**src/rtl/fp_pkg.sv**
```systemverilog
// Shared binary32 field layout, exponent landmarks and operand classification
// for the single-op FPU units.
package fp_pkg;

    localparam int unsigned EXP_W = 8;
    localparam int unsigned MAN_W = 23;
    localparam int unsigned BIAS  = 127;

    // Exponent landmarks as exponent-width values so compares stay 8-bit.
    localparam logic [EXP_W-1:0] EXP_MAX = '1;
    localparam logic [EXP_W-1:0] EXP_ONE = EXP_W'(BIAS);
    localparam logic [EXP_W-1:0] EXP_INT = EXP_W'(BIAS + MAN_W);

    typedef struct packed {
        logic             sign;
        logic [EXP_W-1:0] exp;
        logic [MAN_W-1:0] man;
    } fp32_t;

    typedef enum logic [2:0] {
        CLS_NAN_INF,
        CLS_ZERO,
        CLS_FRAC,
        CLS_INT,
        CLS_MIXED
    } fp_cls_e;

    // How many of the mantissa bits sit below the binary point decides the path.
    function automatic fp_cls_e fp_classify(input logic [EXP_W-1:0] e);
        fp_cls_e cls;
        if (e == EXP_MAX)
            cls = CLS_NAN_INF;
        else if (e == '0)
            cls = CLS_ZERO;
        else if (e < EXP_ONE)
            cls = CLS_FRAC;
        else if (e >= EXP_INT)
            cls = CLS_INT;
        else
            cls = CLS_MIXED;
        return cls;
    endfunction

endpackage

```
**src/rtl/fp_floor_core.sv**
```systemverilog
// Combinational binary32 floor: clears the fraction bits and, for negative
// operands with a non-zero fraction, bumps the magnitude to the next integer.
module fp_floor_core
    import fp_pkg::*;
(
    input  logic [31:0] i_src,
    output logic [31:0] o_dest
);

    fp32_t            w_in;
    fp32_t            w_out;
    fp_cls_e          w_cls;
    logic [4:0]       w_sh;
    logic [MAN_W-1:0] w_mask;
    logic [MAN_W-1:0] w_frac;
    logic [MAN_W-1:0] w_trunc;
    logic [MAN_W:0]   w_ulp;
    logic [MAN_W:0]   w_sum;

    assign w_in  = fp32_t'(i_src);
    assign w_cls = fp_classify(w_in.exp);

    // Only meaningful for CLS_MIXED, where the count lies in 1..23.
    assign w_sh    = 5'(EXP_INT - w_in.exp);
    assign w_mask  = ~({MAN_W{1'b1}} << w_sh);
    assign w_frac  = w_in.man & w_mask;
    assign w_trunc = w_in.man & ~w_mask;
    assign w_ulp   = (MAN_W+1)'(1) << w_sh;
    assign w_sum   = {1'b0, w_trunc} + w_ulp;

    always_comb begin
        w_out = w_in;
        unique case (w_cls)
            CLS_NAN_INF: w_out = w_in;
            CLS_ZERO: begin
                w_out      = '0;
                w_out.sign = w_in.sign;
            end
            CLS_FRAC: begin
                w_out = '0;
                if (w_in.sign) begin
                    w_out.sign = 1'b1;
                    w_out.exp  = EXP_ONE;
                end
            end
            CLS_INT: w_out = w_in;
            CLS_MIXED: begin
                w_out.man = w_trunc;
                if (w_in.sign && (w_frac != '0)) begin
                    // Carry past the hidden bit means the significand became 2.0.
                    if (w_sum[MAN_W]) begin
                        w_out.exp = w_in.exp + 1'b1;
                        w_out.man = '0;
                    end else begin
                        w_out.man = w_sum[MAN_W-1:0];
                    end
                end
            end
            default: w_out = w_in;
        endcase
    end

    assign o_dest = w_out;

endmodule

```
**src/rtl/fp_floor.sv**
```systemverilog
// Binary32 floor unit: combinational core followed by one result register
// with a valid tag; one operand per cycle, no backpressure.
module fp_floor
    import fp_pkg::*;
(
    input  logic        clk,
    input  logic        rst,
    input  logic        in_valid,
    input  logic [31:0] src,
    output logic        out_valid,
    output logic [31:0] dest
);

    logic [31:0] w_floor;
    logic        r_valid;
    logic [31:0] r_dest;

    fp_floor_core u_core (
        .i_src  (src),
        .o_dest (w_floor)
    );

    // dest holds the last result across idle cycles; only the tag drops.
    always_ff @(posedge clk or posedge rst) begin
        if (rst) begin
            r_valid <= 1'b0;
            r_dest  <= '0;
        end else begin
            r_valid <= in_valid;
            if (in_valid)
                r_dest <= w_floor;
        end
    end

    assign out_valid = r_valid;
    assign dest      = r_dest;

endmodule

```
**config.mk**
```make
export PLATFORM = sky130hd
export DESIGN_NAME = fp_floor
export DESIGN_NICKNAME = d
export VERILOG_FILES = /design/src/rtl/fp_pkg.sv /design/src/rtl/fp_floor_core.sv /design/src/rtl/fp_floor.sv
export SDC_FILE = /design/constraint.sdc
export NUM_CORES = 1
export LEC_CHECK = 0
export BUFFER_PORTS_ARGS = -buffer_cell sky130_fd_sc_hd__buf_2
export CAP_MARGIN = 25
export CORE_UTILIZATION = 40
export DETAILED_ROUTE_END_ITERATION = 8
export MAX_ROUTING_LAYER = met4
export PLACE_DENSITY = 0.62
export SLEW_MARGIN = 20
export SYNTH_ARGS = -nofsm -noshare
export SYNTH_HDL_FRONTEND = slang
export SYNTH_SLANG_ARGS = --single-unit
```
**constraint.sdc**
```tcl
create_clock -name clk -period 2.4 [get_ports clk]
set_clock_uncertainty 0.2 [all_clocks]
set_input_delay 0.24 -clock clk [delete_from_list [all_inputs] [get_ports clk]]
set_output_delay 0.24 -clock clk [all_outputs]
set_load 0.01 [all_outputs]
```
==> results of run 1 <==
[area by class of cell]
class | count | share of cell area, %
Timing Repair Buffer | 270 | 28.9
Multi-Input combinational cell | 459 | 54.8
Tap cell | 133 | 2.39
Clock buffer | 6 | 1.04
Clock inverter | 2 | 0.144
Inverter | 18 | 0.969
Sequential cell | 33 | 11.8
[worst paths after layout]
| check | cells after the start | slack, ns | endpoint |
|---|---|---|---|
| setup / recovery | 19 | -1.16 | dest[16] |
| hold / removal | 3 | 0.06 | dest[15] |
| setup reg to reg | 4 | 1.19 | dest[22] |
| hold reg to reg | 1 | 0.31 | dest[26] |
| max in group asynchronous | 4 | 1.31 | dest[5] |
| min in group asynchronous | 4 | 0.38 | dest[23] |
[cell families after synthesis]
kind of cell    after synthesis  synth area share (%)
simple gates                210                  25.9
compound gates              186                  31.3
buf+inv                      43                  4.89
fa+ha+maj                    33                  10.3
flops                        33                  20.3
xor+xnor                     21                  4.89
mux                           9                  2.43
[power breakdown]
part / leakage (nW) / total, mW / internal (mW) / switching (mW)
Sequential: 0.398 / 0.647 / 0.616 / 0.0311
Clock: 0.0450 / 0.415 / 0.201 / 0.214
Combinational: 2.65 / 1.32 / 0.629 / 0.694
[per-stage QoR]
stage,cells,setup slack [ns],utilization [%],total power [mW]
after floorplan,535,-1.11,-,1.20
after global placement,880,-1.60,60.2,1.71
after detailed placement,880,-1.63,60.2,1.72
after CTS,917,-1.09,69.4,2.32
after global routing,921,-1.29,71.0,2.51
final,921,-1.16,71.0,2.39
[critical path, delay by kind of cell]
kind	cells	cell delay, ns
adders and majority gates	2	0.50
buffers and inverters	4	0.55
and+or+nand+nor	4	0.53
xor gates and xnor gates	1	0.11
AOI/OAI and AO/OA	7	1.26
muxes	1	0.32
[routing by layer]
metal  part of all wire (%)  up-vias  routed length [µm]
li1                       -     2479                   -
met1                     42     2536                7400
met2                     47      272                8290
met3                    8.0       63                1430
met4                    3.8        0                 684
met5                      0        -                   0
[synthesized netlist by cell type, types with 8 or more instances]
master     n
a21oi_1   45
a22oi_1   14
a31oi_1   15
and2_1    11
clkbuf_1  15
dfrtp_1   33
ha_1      31
inv_1     17
nand2_1   52
nand2b_1   8
nand3_1   15
nor2_1    67
nor2b_1   14
nor3_1     8
o21ai_0   29
o21ai_1   12
xnor2_1   15
[sequential cells by signal (all words and copies together) (netlist names)]
name       flops
out_valid      1
dest          32
[timing repair]
item / CTS / global route
resized for setup: 133 / 28
setup endpoints to repair: 31 / 31
setup buffers: 28 / 4
cloned: 1 / 0
endpoints found under the hold margin: 33 / 0
pin swaps: 66 / 11
hold buffers: 1 / 0
==> flow_summary.rst, run 1 <==
.. list-table::
   :header-rows: 1

   * - Metric
     - Value
   * - Run status
     - complete, but fails checks
   * - Failing checks
     - setup timing
   * - Final worst path period need
     - 3.56 ns
   * - Worst hold-check slack
     - a little under 0.06 ns
   * - Antenna-violating nets left
     - 0
   * - Slew of the pin with the lowest slew margin
     - a little under 0.6 ns
   * - DP Wirelength
     - 13600 µm
   * - Fmax
     - ~0.28 GHz
   * - Combined area of the multi-input logic cells
     - about 0.0038 mm²
   * - Initial DRC Count
     - 392
   * - Number of warnings reported in the yosys synthesis log
     - 0
   * - RR Startpoint
     - dest[22]
   * - Leading cell types by total area after synthesis
     - dfrtp_1 (20%), ha_1 (9.5%), nor2_1 (6.2%)
   * - Final period util
     - 148%
   * - Placed Area
     - around 0.0059 mm²
   * - #FFs+latches synth
     - 33
   * - Avg Inst Size Synth
     - ~7.6 µm²
   * - Signal arrival time at the worst endpoint
     - ~3.5 ns
   * - Fin. Hold Viols
     - 0
   * - Vertical die dimension
     - approximately 100 µm
   * - Sequential cell area in the final layout
     - just over 800 µm²
   * - Starting density of the core
     - around two fifths
   * - Area delta synth->final
     - 71.3%
   * - Met3 demand-to-capacity share in global routing
     - 4.00%
   * - Max-cap violation count
     - 0
   * - Area of the mapped netlist
     - around 0.004 mm²
   * - Share of Yosys cell area claimed by the top area cell type
     - about 20%
   * - Most common cell after layout, fill and taps aside
     - buf_4
   * - First-pass GRT wire length
     - about 27000 µm
   * - Final-report max-slew violation count
     - 0
   * - Required @ worst endpoint
     - about 2.4 ns
   * - Number of nets produced by synthesis
     - approximately 600
   * - Number of enable-type register cells in the synthesized netlist
     - 0
   * - Sort of element at the start of the critical path
     - primary input
   * - Die area
     - about 0.011 mm²
   * - Crit-path cells
     - buf_8, ha_4, a21o_1, and4b_2, nor2_4, buf_6, buf_6, nor3b_2, ha_1, nand2_2, o211ai_1, a21oi_2, o211a_1, buf_4, o31ai_4, xor2_1, mux2_2, a22oi_2, a21oi_1
   * - Worst vdd rail ir drop
     - 0.261 mV
   * - Worst skew pair latency
     - ~0.28 ns
   * - Fillers
     - around 780
   * - GRT met2 Usage
     - 55.8%
   * - RePlAce Congestion
     - 1.01
   * - Fraction of final layout cells with drive strength greater than 1
     - 53.3%
   * - Global Route Usage Sum
     - between 30% and 40%
   * - Sequential share of the synthesized area
     - 20.3%
   * - Cells after synthesis
     - approximately 540
   * - Critical path fanouts, max
     - 5
   * - Share of synthesized registers carrying an async set or reset
     - 100%
   * - Fin area
     - between 0.006 and 0.007 mm²
   * - RSZ-0062 raised after global routing
     - true
   * - TritonCTS buffer count
     - 5
   * - Buffers on Ports
     - 67
   * - Crit Path Class
     - primary input to flip-flop
   * - Post-synthesis cell type count
     - a little over 80
   * - Nets@finish
     - roughly 850
   * - Area of the placeable core
     - roughly 0.0098 mm²
   * - Commonest register cell after synthesis
     - dfrtp_1
   * - Number of setup violations in the final report
     - 31
   * - Leakage power total
     - roughly 3.1 nW
   * - Initial antenna violation count
     - 0
   * - Slowest cell on the critical path
     - ha_1
   * - Ratio of routed vias to standard cells
     - around 5.8
   * - Post-route worst setup slack
     - -1.16 ns
   * - Number of top-level pins
     - 68
   * - Largest net degree at the start of global routing
     - 37
   * - GR Layer Usage met1
     - 44.8%
   * - CP Capture Type
     - flip-flop
   * - 1st-pass router iterations
     - 7
   * - Routed wire length per instance
     - 19.3 µm
   * - Count of unresolved DRC violations after routing
     - 0
   * - Most frequent cell on the critical path
     - buf_6
   * - Overflow left after global routing
     - 0
   * - Largest incremental delay on the critical path
     - 0.33 ns
   * - Min-delay src
     - src[15]
   * - Leading area contributor after synthesis
     - dfrtp_1
   * - Busiest layer in global routing
     - met2
   * - Number of antenna repair diodes
     - 0
   * - Worst-case clock buffer depth
     - 2
   * - Htree depth
     - 2
   * - Highest-count cells in the layout ignoring fill and taps
     - buf_4 (180), buf_2 (65), nor2_1 (54), nand2_1 (46), dfrtp_1 (33)
   * - Via count
     - about 5400
   * - Wirelength, routed
     - approximately 18000 µm
   * - Total negative slack for setup checks
     - -33.14 ns
   * - Classification of the worst-slack hold path
     - primary input to flip-flop
   * - DIE WIDTH
     - between 100 and 150 µm
   * - Launch point of the critical path
     - src[24]
   * - Worst max-slew margin expressed relative to the limit
     - 60.3%
   * - CTS root buf
     - clkbuf_8
   * - Clock tree from TritonCTS
     - built
   * - FP Rows
     - 36
   * - Via count of the first global-routing pass
     - 5078
   * - Power per cell area
     - about 340 mW/mm²
   * - Clk sinks
     - 33
   * - Clk slew on worst S/H paths
     - 0.07 ns
Note: power is estimated with default switching activity, not from simulation.
==> run 2: changes to the inputs <==
--- a/config.mk
+++ b/config.mk
@@ -10,7 +10,7 @@
 export CORE_UTILIZATION = 40
 export DETAILED_ROUTE_END_ITERATION = 8
 export MAX_ROUTING_LAYER = met4
-export PLACE_DENSITY = 0.62
+export PLACE_DENSITY = 0.56
 export SLEW_MARGIN = 20
 export SYNTH_ARGS = -nofsm -noshare
 export SYNTH_HDL_FRONTEND = slang
==> run 2 against run 1 <==
The flow still finishes with violations (setup timing). Core utilization is 0.89 points lower. Die area stayed put. Register-to-register slack worse by 0.08 ns. Via count is 2.6% lower. Flip-flop and latch count stayed put. Critical path type unchanged.
==> flow_summary.rst, run 2 (same netlist as run 1, synthesis figures left out) <==
.. list-table::
   :header-rows: 1

   * - Metric
     - Value
   * - Initial antenna violation count
     - 0 (unchanged)
   * - Critical path fanouts, max
     - 8 (was 5)
   * - First-pass GRT wire length
     - 26900 µm (was 26800 µm)
   * - Area delta synth->final
     - 69.2% (was 71.3%)
   * - Clk sinks
     - 33 (unchanged)
   * - Worst max-slew margin expressed relative to the limit
     - 59.7% (was 60.3%)
   * - Routed wire length per instance
     - 18.9 µm (was 19.3 µm)
   * - Register-to-register path setup slack
     - 1.11 ns (was 1.19 ns)
   * - Final worst path period need
     - 3.64 ns (was 3.56 ns)
   * - Slowest cell on the critical path
     - or4b_4 (was ha_1)
   * - Clock tree from TritonCTS
     - built (unchanged)
   * - Number of antenna repair diodes
     - 0 (unchanged)
   * - CP Capture Type
     - flip-flop (unchanged)
   * - R2R Path End
     - dest[22] (unchanged)
   * - Count of unresolved DRC violations after routing
     - 0 (unchanged)
   * - Global Route Usage Sum
     - 34.9% (about the same)
   * - Nets@finish
     - 852 (was 854)
   * - Fraction of final layout cells with drive strength greater than 1
     - 51.7% (was 53.3%)
   * - Number of setup violations in the final report
     - 31 (unchanged)
   * - Post-place setup slack
     - -1.74 ns (was -1.63 ns)
   * - Via count of the first global-routing pass
     - 5002 (was 5078)
   * - Max-cap violation count
     - 0 (unchanged)
   * - Wirelength, routed
     - 17400 µm (was 17800 µm)
   * - RR Startpoint
     - dest[22] (unchanged)
   * - Htree depth
     - 2 (unchanged)
   * - RSZ-0062 raised after global routing
     - true (unchanged)
   * - Number of instances in the placed design
     - 889 (was 880)
   * - Vertical die dimension
     - 103 µm (unchanged)
   * - Power per cell area
     - 342 mW/mm² (about the same)
   * - Final period util
     - 152% (was 148%)
   * - Signal arrival time at the worst endpoint
     - 3.65 ns (was 3.52 ns)
   * - Required @ worst endpoint
     - 2.41 ns (was 2.36 ns)
   * - Overflow left after global routing
     - 0 (unchanged)
   * - Die area
     - 0.0106 mm² (unchanged)
   * - Launch point of the critical path
     - src[24] (unchanged)
   * - Sort of element at the start of the critical path
     - primary input (unchanged)
   * - Critical path capture point
     - dest[10] (was dest[16])
   * - Slew of the pin with the lowest slew margin
     - 0.589 ns (was 0.581 ns)
   * - Power consumption
     - 2.35 mW (was 2.39 mW)
   * - Fin area
     - 0.00689 mm² (was 0.00697 mm²)
   * - Clk slew on worst S/H paths
     - 0.07 ns (about the same)
   * - Largest incremental delay on the critical path
     - 0.48 ns (was 0.33 ns)
   * - Flip-flop count of the largest register, all copies and words added
     - 32 (unchanged)
   * - Largest net degree at the start of global routing
     - 40 (was 37)
   * - Worst Reg2Reg Path Length in Cells
     - 4 (unchanged)
   * - Via count
     - 5213 (was 5350)
   * - Worst skew pair latency
     - 0.27 ns (was 0.28 ns)
   * - Leakage power total
     - 3.06 nW (was 3.09 nW)
   * - Initial DRC Count
     - 443 (was 392)
   * - 1st-pass router iterations
     - 5 (was 7)
   * - Fmax
     - 0.274 GHz (was 0.281 GHz)
   * - Run status
     - complete, but fails checks (unchanged)
   * - Non-filler cells, final
     - 919 (was 921)
   * - Worst-case clock buffer depth
     - 2 (unchanged)
   * - Placed Area
     - 0.00599 mm² (was 0.00591 mm²)
   * - FP Rows
     - 36 (unchanged)
   * - Classification of the worst-slack hold path
     - primary input to flip-flop (unchanged)
   * - Number of top-level pins
     - 68 (unchanged)
   * - Failing checks
     - setup timing (unchanged)
   * - Post-route worst setup slack
     - -1.24 ns (was -1.16 ns)
   * - Ratio of routed vias to standard cells
     - 5.67 (was 5.81)
   * - DP Wirelength
     - 13500 µm (was 13600 µm)
   * - TritonCTS buffer count
     - 5 (unchanged)
   * - Antenna-violating nets left
     - 0 (unchanged)
   * - Buffers on Ports
     - 67 (unchanged)
   * - DIE WIDTH
     - 103 µm (unchanged)
   * - Fin. Hold Viols
     - 0 (unchanged)
   * - Worst vdd rail ir drop
     - 0.223 mV (was 0.261 mV)
   * - Crit Path Class
     - primary input to flip-flop (unchanged)
   * - Final-report max-slew violation count
     - 0 (unchanged)
   * - Fillers
     - 836 (was 775)
   * - Highest-count cells in the layout ignoring fill and taps
     - buf_4 (177), buf_2 (65), nor2_1 (55), nand2_1 (48), dfrtp_1 (33) (was buf_4 (180), buf_2 (65), nor2_1 (54), nand2_1 (46), dfrtp_1 (33))
   * - RePlAce Congestion
     - 0.923 (was 1.01)
   * - Total negative slack for setup checks
     - -34.70 ns (was -33.14 ns)
   * - Starting density of the core
     - 41.5% (unchanged)
   * - Most common cell after layout, fill and taps aside
     - buf_4 (unchanged)
   * - Min-delay src
     - src[18] (was src[15])
   * - CTS root buf
     - clkbuf_8 (unchanged)
   * - Area of the placeable core
     - 0.00982 mm² (unchanged)
   * - Crit-path cells
     - buf_8, ha_4, buf_6, a21oi_4, xnor2_2, buf_4, o21ai_4, inv_2, ha_4, and2_4, and3_4, or4b_4, o32a_1, o31ai_4, nor2_8, buf_12, a31oi_4, buf_4, a22oi_2, a21oi_1 (was buf_8, ha_4, a21o_1, and4b_2, nor2_4, buf_6, buf_6, nor3b_2, ha_1, nand2_2, o211ai_1, a21oi_2, o211a_1, buf_4, o31ai_4, xor2_1, mux2_2, a22oi_2, a21oi_1)
[run 2: cell types whose count changed in the layout (fill, tap and decap cells not counted), sizes merged]
cell,before,now
buf,269,267
[run 2: area by class of cell]
type                       instances  area, µm²  share of cell area (%)
clock inverter                     2       10.0                   0.145
multi-input combinational        459       3740                    54.3
sequential                        33        826                    12.0
timing repair buffer             268       2010                    29.1
inverter                          18       67.6                   0.981
clock buffer                       6       72.6                    1.05
tap                              133        166                    2.42
[run 2: through the flow]
stage	util, %	hold WS [ns]
2_1_floorplan	-	0.0714
3_3_place_gp	61.0	0.157
3_5_place_dp	61.0	0.157
4_1_cts	66.8	0.0438
5_1_grt	70.1	0.0559
6_report	70.1	0.0519
[run 2: layer usage]
metal | global-route usage (%) | share of wire, %
met4 | 11.3 | 3.4
met1 | 46.3 | 44
met3 | 3.12 | 5.9
met2 | 55.8 | 46
met5 | - | 0
[run 2: timing repair]
| action | CTS | global route |
|---|---|---|
| hold buffers | 1 | 0 |
| setup buffers | 9 | 14 |
| cloned | 1 | 0 |
| endpoints found under the hold margin | 33 | 0 |
| resized for setup | 83 | 55 |
| endpoints found under the setup margin | 31 | 31 |
| pin swaps | 59 | 34 |
[run 2: critical path, delay by kind of cell]
| kind | cells | cell delay, ns |
|---|---|---|
| and+or+nand+nor | 4 | 0.90 |
| AOI/OAI and AO/OA | 7 | 1.17 |
| buffers and inverters | 6 | 0.76 |
| adders and majority gates | 2 | 0.44 |
| xor gates and xnor gates | 1 | 0.13 |
[run 2: power breakdown]
part	switching (mW)	internal, mW
clock	0.213	0.201
sequential	0.0335	0.616
combinational	0.666	0.624
total	0.912	1.44
[run 2: worst min-delay path by stage]
stage | endpoint | cells after the start | slack (ns)
after floorplan | out_valid | 0 | 0.07
after global placement | dest[28] | 3 | 0.16
after detailed placement | dest[27] | 3 | 0.16
after CTS | dest[18] | 3 | 0.04
after global routing | dest[18] | 3 | 0.06
final | dest[18] | 3 | 0.05
